**config.mk**
```make
export PLATFORM = sky130hd
export DESIGN_NAME = inst_fetch
export DESIGN_NICKNAME = d
export VERILOG_FILES = /design/src/rtl/inst_fetch.sv
export SDC_FILE = /design/constraint.sdc
export NUM_CORES = 1
export LEC_CHECK = 0
export CELL_PAD_IN_SITES_DETAIL_PLACEMENT = 1
export CELL_PAD_IN_SITES_GLOBAL_PLACEMENT = 1
export CORE_ASPECT_RATIO = 1.4
export CORE_UTILIZATION = 45
export DETAILED_ROUTE_END_ITERATION = 16
export GPL_ROUTABILITY_DRIVEN = 0
export PLACE_DENSITY_LB_ADDON = 0.1
export SYNTH_ARGS = -nofsm -noshare
export SYNTH_HDL_FRONTEND = slang
export SYNTH_SLANG_ARGS = --single-unit
```
**constraint.sdc**
```tcl
create_clock -name clk -period 3.8 [get_ports clk]
set_input_delay 0.76 -clock clk [delete_from_list [all_inputs] [get_ports clk]]
set_output_delay 0.76 -clock clk [all_outputs]
set_load 0.01 [all_outputs]
```
**src/rtl/inst_fetch.sv**
```systemverilog
// Instruction fetch stage: owns the PC, issues word reads to instruction
// memory under a credit limit, buffers returned words in a prefetch FIFO and
// hands {inst, inst_pc} to the decoder. Redirects and halt flush the FIFO and
// drop responses that were already in flight.
// Optional build macro: IFETCH_STATS_EN enables the fetch/redirect counters;
// when undefined both counter ports read 32'h0.
module inst_fetch #(
  parameter logic [31:0] RESET_PC   = 32'h0000_3000,
  parameter int          FIFO_DEPTH = 4
) (
  input  logic        clk,
  input  logic        rst_n,
  output logic        imem_req_valid,
  output logic [31:0] imem_req_addr,
  input  logic        imem_req_ready,
  input  logic        imem_rsp_valid,
  input  logic [31:0] imem_rsp_data,
  input  logic        redirect_valid,
  input  logic [31:0] redirect_pc,
  input  logic        halt,
  output logic        inst_valid,
  output logic [31:0] inst,
  output logic [31:0] inst_pc,
  input  logic        inst_ready,
  output logic [31:0] fetch_count,
  output logic [31:0] redirect_count
);

  localparam int AW = (FIFO_DEPTH > 1) ? $clog2(FIFO_DEPTH) : 1;
  localparam int CW = AW + 1;
  localparam logic [CW:0] DEPTH_C = (CW + 1)'(FIFO_DEPTH);

  typedef enum logic [0:0] {
    ST_RUN    = 1'b0,
    ST_HALTED = 1'b1
  } state_e;

  state_e          state_q, state_d;
  logic [31:0]     fetch_pc_q, fetch_pc_d;
  logic [31:0]     rsp_pc_q, rsp_pc_d;
  logic [CW-1:0]   outstanding_q, outstanding_d;
  logic [CW-1:0]   discard_q, discard_d;
  logic [CW-1:0]   count_q, count_d;
  logic [AW-1:0]   wr_ptr_q, wr_ptr_d;
  logic [AW-1:0]   rd_ptr_q, rd_ptr_d;
  logic [31:0]     inst_mem_q [FIFO_DEPTH];
  logic [31:0]     inst_mem_d [FIFO_DEPTH];
  logic [31:0]     pc_mem_q   [FIFO_DEPTH];
  logic [31:0]     pc_mem_d   [FIFO_DEPTH];

  logic            run_s;
  logic [CW:0]     credit_sum_s;
  logic            req_valid_s;
  logic            req_fire_s;
  logic            push_s;
  logic            pop_s;
  logic            redir_take_s;
  logic [31:0]     redirect_tgt_s;

  // Request gating, handshake qualifiers and the aligned redirect target.
  always_comb begin
    run_s          = (state_q == ST_RUN);
    credit_sum_s   = {1'b0, count_q} + {1'b0, outstanding_q};
    // rst_n gates the request so nothing is offered while reset is held.
    req_valid_s    = rst_n && run_s && !halt && !redirect_valid &&
                     (credit_sum_s < DEPTH_C);
    req_fire_s     = req_valid_s && imem_req_ready;
    redir_take_s   = run_s && redirect_valid && !halt;
    push_s         = run_s && !halt && !redirect_valid && imem_rsp_valid &&
                     (discard_q == {CW{1'b0}});
    pop_s          = (count_q != {CW{1'b0}}) && inst_ready;
    redirect_tgt_s = redirect_pc & 32'hFFFF_FFFC;
  end

  // Next-state: FSM, PC tracking, stale-response accounting and FIFO update.
  always_comb begin
    state_d       = state_q;
    fetch_pc_d    = fetch_pc_q;
    rsp_pc_d      = rsp_pc_q;
    discard_d     = discard_q;
    count_d       = count_q;
    wr_ptr_d      = wr_ptr_q;
    rd_ptr_d      = rd_ptr_q;
    inst_mem_d    = inst_mem_q;
    pc_mem_d      = pc_mem_q;
    // Every response retires the oldest request regardless of its fate.
    outstanding_d = outstanding_q + CW'(req_fire_s) - CW'(imem_rsp_valid);

    if (!run_s) begin
      // Halted: FIFO stays empty, late responses are simply absorbed.
      count_d   = {CW{1'b0}};
      discard_d = {CW{1'b0}};
    end else if (halt) begin
      state_d   = ST_HALTED;
      count_d   = {CW{1'b0}};
      wr_ptr_d  = {AW{1'b0}};
      rd_ptr_d  = {AW{1'b0}};
      discard_d = {CW{1'b0}};
    end else if (redirect_valid) begin
      // Whatever is still in flight after this cycle's response is stale.
      count_d    = {CW{1'b0}};
      wr_ptr_d   = {AW{1'b0}};
      rd_ptr_d   = {AW{1'b0}};
      fetch_pc_d = redirect_tgt_s;
      rsp_pc_d   = redirect_tgt_s;
      discard_d  = outstanding_q - CW'(imem_rsp_valid);
    end else begin
      if (req_fire_s) begin
        fetch_pc_d = fetch_pc_q + 32'd4;
      end else begin
        fetch_pc_d = fetch_pc_q;
      end
      if (imem_rsp_valid && (discard_q != {CW{1'b0}})) begin
        discard_d = discard_q - CW'(1'b1);
      end else begin
        discard_d = discard_q;
      end
      if (push_s) begin
        inst_mem_d[wr_ptr_q] = imem_rsp_data;
        pc_mem_d[wr_ptr_q]   = rsp_pc_q;
        wr_ptr_d             = wr_ptr_q + AW'(1'b1);
        rsp_pc_d             = rsp_pc_q + 32'd4;
      end else begin
        wr_ptr_d = wr_ptr_q;
        rsp_pc_d = rsp_pc_q;
      end
      if (pop_s) begin
        rd_ptr_d = rd_ptr_q + AW'(1'b1);
      end else begin
        rd_ptr_d = rd_ptr_q;
      end
      count_d = count_q + CW'(push_s) - CW'(pop_s);
    end
  end

  // State registers with asynchronous active-low reset.
  always_ff @(posedge clk or negedge rst_n) begin
    if (!rst_n) begin
      state_q       <= ST_RUN;
      fetch_pc_q    <= RESET_PC;
      rsp_pc_q      <= RESET_PC;
      outstanding_q <= {CW{1'b0}};
      discard_q     <= {CW{1'b0}};
      count_q       <= {CW{1'b0}};
      wr_ptr_q      <= {AW{1'b0}};
      rd_ptr_q      <= {AW{1'b0}};
      for (int i = 0; i < FIFO_DEPTH; i++) begin
        inst_mem_q[i] <= 32'h0;
        pc_mem_q[i]   <= 32'h0;
      end
    end else begin
      state_q       <= state_d;
      fetch_pc_q    <= fetch_pc_d;
      rsp_pc_q      <= rsp_pc_d;
      outstanding_q <= outstanding_d;
      discard_q     <= discard_d;
      count_q       <= count_d;
      wr_ptr_q      <= wr_ptr_d;
      rd_ptr_q      <= rd_ptr_d;
      inst_mem_q    <= inst_mem_d;
      pc_mem_q      <= pc_mem_d;
    end
  end

  assign imem_req_valid = req_valid_s;
  assign imem_req_addr  = fetch_pc_q;
  assign inst_valid     = (count_q != {CW{1'b0}});
  assign inst           = inst_mem_q[rd_ptr_q];
  assign inst_pc        = pc_mem_q[rd_ptr_q];

`ifdef IFETCH_STATS_EN
  logic [31:0] fetch_count_q, fetch_count_d;
  logic [31:0] redirect_count_q, redirect_count_d;

  // Counter next-state: kept words and honoured redirects.
  always_comb begin
    fetch_count_d    = fetch_count_q;
    redirect_count_d = redirect_count_q;
    if (push_s) begin
      fetch_count_d = fetch_count_q + 32'd1;
    end else begin
      fetch_count_d = fetch_count_q;
    end
    if (redir_take_s) begin
      redirect_count_d = redirect_count_q + 32'd1;
    end else begin
      redirect_count_d = redirect_count_q;
    end
  end

  // Counter registers.
  always_ff @(posedge clk or negedge rst_n) begin
    if (!rst_n) begin
      fetch_count_q    <= 32'h0;
      redirect_count_q <= 32'h0;
    end else begin
      fetch_count_q    <= fetch_count_d;
      redirect_count_q <= redirect_count_d;
    end
  end

  assign fetch_count    = fetch_count_q;
  assign redirect_count = redirect_count_q;
`else
  logic unused_stats_s;
  assign unused_stats_s = redir_take_s;
  assign fetch_count    = 32'h0;
  assign redirect_count = 32'h0;
`endif

endmodule

```
# Word-level counts from Yosys, hierarchy flattened
# Index checks and enable logic that the tools add are counted.
[op_classes]
order_cmp = 4
add_sub_neg = 11
reduce_logical = 27
bitwise_logic = 5
mux = 29
[op_table]
columns = ["op", "n"]
rows = [
  ["$mux 32", 9],
  ["$bwmux 128", 2],
  ["$bmux 32 s2", 2],
  ["$add 32x3->32 const B", 2],
  ["$demux 32 s2", 1],
  ["$mux 3", 7],
  ["$logic_and 1x1->1", 12],
  ["$mux 2", 6],
  ["$reduce_bool 3->1", 4],
  ["$sub 3x1->3", 3],
  ["$add 3x1->3", 2],
  ["$ge 3x3->1 const B", 2],
  ["$not 2->3", 2],
  ["$reduce_and 3->1", 2],
  ["$add 2x1->2 const B", 2],
  ["$add 3x3->4", 1],
  ["$lt 4x3->1 const B", 1],
  ["$reduce_and 2->1", 2],
  ["$reduce_and 4->1", 1],
  ["$reduce_bool 2->1", 2],
  ["$reduce_bool 4->1", 1],
  ["$logic_not 3->1", 1],
  ["$lt 3x1->1 const B", 1],
  ["$not 1->1", 3],
  ["3 further kinds", 5],
]
[word_totals]
elab_cells = 92
output_inout_bits = 162
inputBits = 71
reg_bits = 334

# Longest topological paths before layout
# Gate-level depths: netlist of run 1.
[depth]
depth_word = 10
ltp_mapped = 14
ltp_nobuf = 14

# Least setup slack after synthesis of run 1
# OpenSTA, ideal clock, no wires.
[synth_path]
kind = "input port to flip-flop"
start = "in redirect_valid"
end = "reg outstanding_q[2]"
setup_time_ns = 0.080
path_slack_ns = 0.955
path_stages = 11
required_time_ns = 3.720
n_path_buf = 2
arrival_time_ns = 2.766
path_cell_list = "clkbuf_1 -> nor3_1 -> and4_1 -> buf_2 -> inv_2 -> ha_1 -> inv_1 -> ha_1 -> fa_1 -> xnor2_1 -> xnor2_1"
[synth_between]
elab_chain_len = 6
[synth_rtl]
columns = ["element", "line_no", "source"]
rows = [
  ["start, declared", "18", "input logic redirect_valid,"],
  ["$logic_not 1->1", "65", "req_valid_s = rst_n && run_s && !halt && !redirect_valid &&"],
  ["$logic_and 1x1->1 (2 in series)", "65", ""],
  ["$logic_and 1x1->1", "67", "req_fire_s = req_valid_s && imem_req_ready;"],
  ["$add 3x1->3", "87", "outstanding_d = outstanding_q + CW'(req_fire_s) - CW'(imem_rsp_valid);"],
  ["$sub 3x1->3", "87", ""],
  ["net outstanding_d[2]", "41", "logic [CW-1:0] outstanding_q, outstanding_d;"],
  ["end signal, assigned", "142", "outstanding_q <= {CW{1'b0}};"],
  ["end signal, assigned", "155", "outstanding_q <= outstanding_d;"],
  ["end, declared", "41", ""],
]
# The timed path passes the listed nets, and every way through them passes these cells.
# A chain may end at the register's enable or synchronous reset.

# Final worst setup path of run 1
[layout_path]
start = "reg outstanding_q[2]"
end = "out imem_req_valid"
[layout_between]
elab_chain_len = 3
[layout_rtl]
columns = ["element", "line_no", "source"]
rows = [
  ["$add 3x3->4", "63", "credit_sum_s = {1'b0, count_q} + {1'b0, outstanding_q};"],
  ["$lt 4x3->1", "66", "(credit_sum_s < DEPTH_C);"],
  ["$logic_and 1x1->1", "65", ""],
  ["end, declared", "13", "output logic imem_req_valid,"],
]
# No other way between the ends.

==> metrics.csv, run 1 <==
metric,value,unit
status,completed,
Starting Density,45.6,%
Remaining DRCs,0,
internal power contribution,0.00590,W
Mapped Cells,1245,
Bufs and invs on worst path,1,
largest area contributor in the netlist,dfrtp_1,
largest net degree at the start of global routing,168,
WL/cell,21.7,µm
Critical-path top delay cell,clkdlybuf4s50_1,
CP Max Fanout,4,
Worst Path Arrival,2.52,ns
maxcap violations,0,
critical path class,reg -> out,
global-route wire length before repair,65400,µm
Yosys Warn Count,0,
"Top FF cell, synth",dfrtp_1,
Synth area leaders,"dfrtp_1 50%, mux2_2 18%, mux4_2 8.8%",
worst path required time,3.04,ns
DP HPWL,26500,µm
CTS Hold Bufs,0,
Period minus WS final,3.28,ns
mux cell area share after synthesis,26.8,%
Final Setup Violations,0,
Top delay family on crit path,simple AND/OR/NAND/NOR gates,
crit end category,output port,
Leakage,8.72,nW
clk_lat worst skew,0.54,ns
post-route setup slack,0.523,ns
Cell Rows,81,
startpoint types,flip-flop,
"Slew Viols, Final",0,
Synth top cells by count,"318 x dfrtp_1, 250 x mux2_2, 68 x buf_4",
antenna violations before repair,0,
Nets,1475,
worst hold-check path type,in -> async,
skew final,0.0237,ns
power per cell area,400,nW/µm²
Core ar.,35000,µm²
combinational share of power,6.2,%
number of library cell types mapped by synthesis,68,
syn_area_per_cell,12.8,µm²
Resized Gates After CTS,0,
VDD IR max,0.000310,V
Yosys reg bits,322,
layout cells sized above 1,30.8,%
Max-Slew Margin vs Limit,34.5,%
Post-Syn Area,16000,µm²
DRT Pass-1 Iters,5,
Post-synth ARST share,100,%
CTS Buffer Depth,3,
Filler Cell Count,3526,
Critical R2R Launch,outstanding_q[2],
"slowest stage delay, CP",0.54,ns
n_diodes,0,
CP Launch Point,outstanding_q[2],
Post-CTS Setup Repair Bufs,0,
CTS tree,done,
Die Span Y,225,µm
Num CTS Buffers,36,
sequential-to-total area share from yosys stat,50.5,%
via density per instance,5.68,
placed cells,1804,
sw frac,22.8,%
Compound-Gate Fraction of Synth Area,7.03,%
H-tree level count,2,
final hold vios,0,
Reg power frac,46.2,%
CTS Sinks,322,
detailed-route via count,10600,
cells along the critical path,ha_1 -> nor4b_1 -> and3_1 -> clkdlybuf4s50_1,
layout overhead on the synthesized area,19.7,%
Post-DRT Antenna Nets,0,
GRT overflow,0,
pre-CTS setup slack,0.437,ns
Port Buffers,162,
Switch Pwr,0.00174,W
total wire length,40600,µm
DRT iter0 DRCs,442,
number of flops mapped to enable cells by yosys,0,
vias in the first global route,11600,
Post-Synth Simple-Gate Area,7.47,%
I/O pin count,233,
RSZ-0062 raised after global routing,no,
die area,36200,µm²
Total Neg Setup Slack,0,ns
Yosys top cell area share,49.9,%
main combinational cell family by area after synthesis,multiplexers,
adder-cell share of the synthesized area,1.51,%
top-count cell post-synth,dfrtp_1,
fmax,305,MHz
"Reg clk slew, reported paths",0.06,ns
Synth Area in XOR/XNOR,0.549,%
Finished Layout Cells,1869,
Overall Global Routing Usage,23.2,%
CTS root buf,clkbuf_16,
actual slew at the worst max-slew pin,0.983,ns
Tcrit/Tclk final,86.2,%
clock share of power,47.6,%
Horiz. Die Dim,161,µm
==> cell type report <==
cell class	count	area (µm²)	share of cell area [%]
Tap cell	456	571	2.99
Timing Repair Buffer	193	1970	10.3
Inverter	20	75.1	0.393
Clock buffer	51	1050	5.49
Clock inverter	14	181	0.950
Sequential cell	322	8070	42.2
Multi-Input combinational cell	813	7190	37.6
==> layout by cell type, fill, tap and decap left out, drive strengths merged, types with 6 or more instances in the layout <==
cell,count
buf,33
xnor2,7
dfrtp,318
a21oi,39
clkbuf,51
nor4,11
clkinv,7
mux2,250
mux2i,6
clkdlybuf4s50,160
o22ai,22
nor3b,6
nand3,28
a211oi,6
mux4,62
nor2,44
and4,6
nand2,46
nor3,36
ha,16
a22oi,18
o21ai,29
conb,68
inv,23
nand4,17
a31oi,15
and3,9
==> kinds of logic (layout without fill, tap and decap cells) <==
kind of cell / Yosys count / in the layout
adder cells (fa/ha/maj): 18 / 18
other: 1 / 68
buffers and inverters: 177 / 278
AND/OR/NAND/NOR: 227 / 227
AO/OA/AOI/OAI: 172 / 172
multiplexers: 318 / 318
flip-flops: 322 / 322
XOR/XNOR: 10 / 10
==> registers in the layout (all words and copies together) (netlist names) <==
| name | cells |
|---|---|
| rsp_pc_q | 30 |
| wr_ptr_q | 2 |
| pc_mem_q | 120 |
| count_q | 3 |
| discard_q | 3 |
| inst_mem_q | 128 |
| rd_ptr_q | 2 |
| state_q | 1 |
| outstanding_q | 3 |
| imem_req_addr | 30 |
==> path summary, 6_finish.rpt <==
path | depth (start not counted) | slack, ns | to
max in group asynchronous | 3 | 2.01 | imem_req_addr[5]
min in group clk | 1 | 0.50 | pc_mem_q[60]
setup reg to reg | 10 | 0.85 | outstanding_q[2]
setup / recovery | 4 | 0.52 | imem_req_valid
hold reg to reg | 1 | 0.50 | pc_mem_q[60]
hold / removal | 2 | 0.38 | pc_mem_q[28]
==> stage by stage <==
| step | power [W] | hold WS, ns | util (%) | instance area, µm² |
|---|---|---|---|---|
| detailed placement | 0.00407 | 0.488 | 51.1 | 17900 |
| CTS | 0.00774 | 0.420 | 54.6 | 19100 |
| global route | 0.00791 | 0.421 | 54.6 | 19100 |
| floorplan | 0.00383 | 0.464 | - | 16200 |
| finish | 0.00764 | 0.376 | 54.6 | 19100 |
| global placement | 0.00406 | 0.481 | 51.1 | 17900 |
==> power by group through the flow <==
stage | registers [W] | logic, W | clock network, W
after floorplan | 0.00358 | 0.000249 | 0
after global placement | 0.00359 | 0.000476 | 0
after detailed placement | 0.00359 | 0.000485 | 0
after CTS | 0.00353 | 0.000487 | 0.00372
after global routing | 0.00353 | 0.000530 | 0.00385
final | 0.00353 | 0.000477 | 0.00364
==> metal layers <==
metal / up-vias / part of all wire, % / track usage, %
li1: 4778 / - / -
met1: 5490 / 42 / 29.1
met2: 263 / 51 / 40.5
met3: 79 / 3.2 / 2.93
met4: 0 / 3.7 / 9.49
met5: - / 0 / 0
(Power assumes the default switching activity.)
==> run 2, diff against run 1 <==
CORE_UTILIZATION = 54   (was 45)
CTS_BUF_LIST = sky130_fd_sc_hd__clkbuf_8   (was default)
DONT_BUFFER_PORTS = 1   (was default)
TNS_END_PERCENT = 30   (was default)
==> run 2 against run 1 <==
Net effect:
- the flow now finishes with violations (hold timing)
- sequential cell count is the same
- die area shrank 16%
- critical path depth decreased by 2
- wire length shrank 5.8%
- clock power fell by 9.9%
- cell area decreased by 9.9%
- clock-buffer cell count grew 26
- total power fell by 7.7%
- cell count shrank 12%
- critical path type unchanged
- critical endpoint is now inst_pc[3]
==> metrics.csv, run 2 (synthesis gave the netlist of run 1 again) <==
metric,value,unit,change
status,finished with violations,,was completed
Reg with most FFs,inst_mem_q,,unchanged
Horiz. Die Dim,147,µm,was 161 µm
antenna violations before repair,0,,unchanged
violated checks,hold timing,,
worst path required time,3.04,ns,about the same
actual slew at the worst max-slew pin,1.04,ns,was 0.983 ns
post-route cell area,17200,µm²,was 19100 µm²
fmax,331,MHz,was 305 MHz
worst hold-check path type,in -> async,,unchanged
Post-CTS Setup Repair Bufs,0,,unchanged
Remaining DRCs,0,,unchanged
Core ar.,29100,µm²,was 35000 µm²
Overall Global Routing Usage,26.3,%,was 23.2%
DRT Pass-1 Iters,4,,was 5
largest net degree at the start of global routing,324,,was 168
detailed-route via count,10100,,was 10.6k
Cell Rows,74,,was 81
clk_lat worst skew,0.59,ns,was 0.54 ns
most frequent cells in the layout,"316 x dfrtp_1, 250 x mux2_2, 77 x clkbuf_8",,"was 316 x dfrtp_1, 250 x mux2_2, 160 x clkdlybuf4s50_1"
Worst Path Arrival,2.27,ns,was 2.52 ns
Final Setup Violations,0,,unchanged
DP HPWL,24600,µm,was 26500 µm
Total Neg Setup Slack,0,ns,unchanged
final hold vios,224,,was 0
Resized Gates After CTS,0,,unchanged
Tcrit/Tclk final,79.6,%,was 86.2%
H-tree level count,2,,unchanged
WL/cell,23.3,µm,was 21.7 µm
Nets,1315,,was 1475
maxcap violations,0,,unchanged
Starting Density,54.9,%,was 45.6%
skew final,0.0186,ns,was 0.0237 ns
RSZ-0062 raised after global routing,no,,unchanged
"Slew Viols, Final",0,,unchanged
power per cell area,410,nW/µm²,was 400 nW/µm²
GRT overflow,0,,unchanged
Hold WS,-0.113,ns,was 0.376 ns
placed cells,1553,,was 1804
FF/Latch Area,8070,µm²,unchanged
global-route wire length before repair,61900,µm,was 65400 µm
max FFs per register,128,,unchanged
Finished Layout Cells,1645,,was 1869
via density per instance,6.12,,was 5.68
Filler Cell Count,2884,,was 3526
"commonest non-fill, non-tap cell in the layout",dfrtp_1,,unchanged
n_diodes,0,,unchanged
total wire length,38300,µm,was 40600 µm
VDD IR max,0.000389,V,was 0.000310 V
critical path class,reg -> out,,unchanged
biggest regs,"inst_mem_q x128, pc_mem_q x120",,unchanged
DRT iter0 DRCs,481,,was 442
CTS Buffer Depth,3,,unchanged
startpoint types,flip-flop,,unchanged
Port Buffers,0,,was 162
Die Span Y,205,µm,was 225 µm
Num CTS Buffers,51,,was 36
die area,30200,µm²,was 36200 µm²
"Reg clk slew, reported paths",0.06,ns,about the same
crit end category,output port,,unchanged
I/O pin count,233,,unchanged
vias in the first global route,11100,,was 11.6k
Leakage,8.07,nW,was 8.72 nW
layout overhead on the synthesized area,7.87,%,was 19.7%
dpl cell area,16000,µm²,was 17900 µm²
Final Util,59.2,%,was 54.6%
layout cells sized above 1,35.3,%,was 30.8%
Max-Slew Margin vs Limit,30.1,%,was 34.5%
CP Max Fanout,40,,was 4
CTS tree,done,,unchanged
CTS Sinks,322,,unchanged
Multi-input gate area,7190,µm²,unchanged
Post-DRT Antenna Nets,0,,unchanged
Period minus WS final,3.03,ns,was 3.28 ns
CTS root buf,clkbuf_8,,was clkbuf_16
[run 2: cell types whose count changed in the layout (fill, tap and decap cells not counted), sizes merged]
cell,change
clkinvlp,+1
clkdlybuf4s50,-160
buf,-15
inv,+5
clkbuf,+26
clkinv,-3
bufinv,-2
[run 2: path summary, 6_finish.rpt]
kind	from	end	slack, ns	cells after the start
max in group asynchronous	rst_n	rd_ptr_q[0]	3.33	0
max reg2reg	discard_q[0]	count_q[2]	0.80	14
min reg2reg	inst_mem_q[60]	inst_mem_q[60]	0.50	1
min in group clk	redirect_valid	discard_q[0]	0.27	1
max	rd_ptr_q[1]	inst_pc[3]	0.77	2
min	rst_n	inst_mem_q[121]	-0.11	0
[run 2: layout make-up]
type	count	share of cell area, %
clock inverters	15	0.683
clock buffers	77	6.16
multi-input cells	813	41.8
repair buffers	18	1.29
inverters	20	0.436
flip-flops and latches	322	46.9
well taps	380	2.76
[run 2: worst max-delay path, cell delays in order, from the launching register on]
cell,delay (ns)
dfrtp_2,0.87
buf_12,0.36
mux4_2,0.45
[run 2: report_power, final]
part           switching (W)  internal [W]  total, W  leakage (nW)
Combinational       0.000136     0.0000998  0.000236          3.06
Sequential         0.0000527       0.00348   0.00353          4.37
Clock                0.00137       0.00191   0.00328         0.640
Total                0.00156       0.00549   0.00705          8.07
[run 2: metrics by stage]
| step | setup slack, ns | total power (W) |
|---|---|---|
| 2_1_floorplan | 0.955 | 0.00383 |
| 3_3_place_gp | 0.757 | 0.00382 |
| 3_5_place_dp | 0.734 | 0.00383 |
| 4_1_cts | 0.676 | 0.00715 |
| 5_1_grt | 0.475 | 0.00731 |
| 6_report | 0.774 | 0.00705 |
[run 2: routing by layer]
layer | track usage (%) | vias up | wire length [µm]
met5 | 0 | - | 0
met4 | 8.06 | 0 | 858
met3 | 5.54 | 60 | 2100
met2 | 46.1 | 265 | 20100
met1 | 32.4 | 5290 | 15200
li1 | - | 4456 | -
==> run 3, diff against run 2 <==
CORE_UTILIZATION = 49   (was 54)
clock period = 2.7 ns   (was 3.8 ns; I/O delays follow)
==> run 3 against run 2 <==
Net effect:
- the flow still finishes with violations (hold timing)
- wire length grew 2.7%
- combinational power grew 69%
- clock power grew 28%
- register-to-register slack lost 0.65 ns
- critical path type is now reg -> reg
- critical endpoint is now outstanding_q[2]
==> metrics.csv, run 3 (synthesis gave the netlist of run 1 again) <==
metric,value,unit,change
status,finished with violations,,unchanged
violated checks,hold timing,,unchanged
Post-DRT Antenna Nets,0,,unchanged
Cell Rows,77,,was 74
internal power contribution,0.00734,W,was 0.00549 W
Remaining DRCs,0,,unchanged
combinational share of power,4.2,%,was 3.3%
Overall Global Routing Usage,24.4,%,was 26.3%
CTS root buf,clkbuf_8,,unchanged
Period minus WS final,2.55,ns,
FF/Latch Area,8070,µm²,unchanged
"commonest non-fill, non-tap cell in the layout",dfrtp_1,,unchanged
CTS Hold Bufs,1,,
Filler Cell Count,3212,,was 2884
clk_lat worst skew,0.59,ns,about the same
Nets,1349,,was 1315
worst hold-check path type,in -> async,,unchanged
VDD IR max,0.000373,V,was 0.000389 V
maxcap violations,0,,unchanged
GRT overflow,0,,unchanged
Port Buffers,0,,unchanged
Final Setup Violations,0,,unchanged
sw frac,23.4,%,was 22.1%
fmax,392,MHz,
RSZ-0062 raised after global routing,no,,unchanged
total wire length,39300,µm,was 38300 µm
vias in the first global route,11300,,was 11.1k
n_diodes,0,,unchanged
Multi-input gate area,7230,µm²,was 7190 µm²
CTS Sinks,322,,unchanged
skew final,0.0184,ns,was 0.0186 ns
Reg with most FFs,inst_mem_q,,unchanged
DP HPWL,25200,µm,was 24600 µm
worst path required time,3.17,ns,was 3.04 ns
largest net degree at the start of global routing,324,,unchanged
"slowest stage delay, CP",0.43,ns,was 0.87 ns
detailed-route via count,10200,,was 10.1k
Leakage,8.23,nW,was 8.07 nW
clock share of power,43.9,%,was 46.5%
most frequent cells in the layout,"316 x dfrtp_1, 250 x mux2_2, 68 x conb_1, 68 x clkbuf_8, 62 x mux4_2",,"was 316 x dfrtp_1, 250 x mux2_2, 77 x clkbuf_8"
DRT Pass-1 Iters,4,,unchanged
H-tree level count,2,,unchanged
WL/cell,23.2,µm,was 23.3 µm
Hold WS,-0.345,ns,was -0.113 ns
Starting Density,50.2,%,was 54.9%
Bufs and invs on worst path,2,,was 1
Top delay family on crit path,adder cells,,was flip-flops
layout cells sized above 1,36.5,%,was 35.3%
max FFs per register,128,,unchanged
antenna violations before repair,0,,unchanged
Critical-path top delay cell,dfrtp_1,,was dfrtp_2
cells along the critical path,ha_4 -> nor4b_4 -> and4_4 -> inv_2 -> ha_1 -> inv_1 -> ha_1 -> fa_2 -> xnor2_2 -> xnor2_1,,was buf_12 -> mux4_2
DRT iter0 DRCs,428,,was 481
power per cell area,550,nW/µm²,was 410 nW/µm²
Total Neg Setup Slack,0,ns,unchanged
global-route wire length before repair,63500,µm,was 61900 µm
biggest regs,"inst_mem_q x128, pc_mem_q x120",,unchanged
I/O pin count,233,,unchanged
Switch Pwr,0.00224,W,was 0.00156 W
"Slew Viols, Final",0,,unchanged
critical path class,reg -> reg,,was reg -> out
Worst Path Arrival,3.02,ns,was 2.27 ns
Core ar.,31800,µm²,was 29100 µm²
via density per instance,6.04,,was 6.12
CTS Buffer Depth,3,,unchanged
final hold vios,318,,was 224
crit end category,flip-flop,,was output port
post-route cell area,17400,µm²,was 17200 µm²
Critical Path Most Common Cell,ha_1,,
die area,33300,µm²,was 30200 µm²
startpoint types,flip-flop,,unchanged
Tcrit/Tclk final,94.6,%,
actual slew at the worst max-slew pin,0.870,ns,was 1.04 ns
"Reg clk slew, reported paths",0.06,ns,about the same
Die Span Y,215,µm,was 205 µm
Horiz. Die Dim,154,µm,was 147 µm
Num CTS Buffers,52,,was 51
Max-Slew Margin vs Limit,42.0,%,was 30.1%
CTS tree,done,,unchanged
Reg power frac,52.0,%,was 50.1%
layout overhead on the synthesized area,9.15,%,was 7.87%
CP Max Fanout,3,,was 40
dpl cell area,16300,µm²,was 16000 µm²
-- run 3: metal layers --
layer | GRT usage, % | vias to the layer above | share of wire (%)
met5 | 0 | - | 0
met4 | 6.96 | 0 | 2.2
met3 | 5.50 | 65 | 5.6
met2 | 43.7 | 254 | 53
met1 | 29.1 | 5406 | 40
li1 | - | 4520 | -
-- run 3: power by group through the flow --
stage	combinational, W	sequential, W	clock, W
final	0.000398	0.00498	0.00420
after global routing	0.000447	0.00498	0.00455
after CTS	0.000357	0.00497	0.00433
after detailed placement	0.000355	0.00506	0
after global placement	0.000336	0.00506	0
after floorplan	0.000354	0.00504	0
-- run 3: final timing paths --
path	slack, ns	cells after the start	from	end
worst max register to register	0.15	10	outstanding_q[2]	outstanding_q[2]
worst max-delay path	0.15	10	outstanding_q[2]	outstanding_q[2]
worst min register to register	0.50	1	inst_mem_q[22]	inst_mem_q[22]
min in group clk	0.06	1	redirect_valid	imem_req_addr[25]
worst min-delay path	-0.34	0	rst_n	inst_mem_q[88]
max in group asynchronous	2.32	0	rst_n	inst_mem_q[44]
-- run 3: final cells by class --
class	instances	area share (%)
Sequential cell	322	46.3
Multi-Input combinational cell	813	41.5
Clock buffer	68	5.37
Timing Repair Buffer	51	2.86
Tap cell	395	2.84
Clock inverter	26	0.640
Inverter	20	0.431
-- run 3: through the flow --
stage / setup WS, ns / power (W) / hold slack [ns] / util (%) / cells
6_report: 0.146 / 0.00957 / -0.345 / 54.8 / 1695
5_1_grt: 0.0119 / 0.00998 / -0.386 / 54.8 / 1695
4_1_cts: 0.0488 / 0.00966 / -0.395 / 54.6 / 1693
3_5_place_dp: 0.0905 / 0.00541 / 0.252 / 51.2 / 1596
3_3_place_gp: 0.138 / 0.00539 / 0.255 / 51.2 / 1596
2_1_floorplan: 0.0749 / 0.00540 / 0.244 / - / 1312
-- run 3: timing repair --
item / CTS / global route
setup buffers: 2 / 2
resized for setup: 0 / 5
pin swaps: 0 / 3
endpoints found under the setup margin: 34 / 1
hold endpoints to repair: 323 / 322
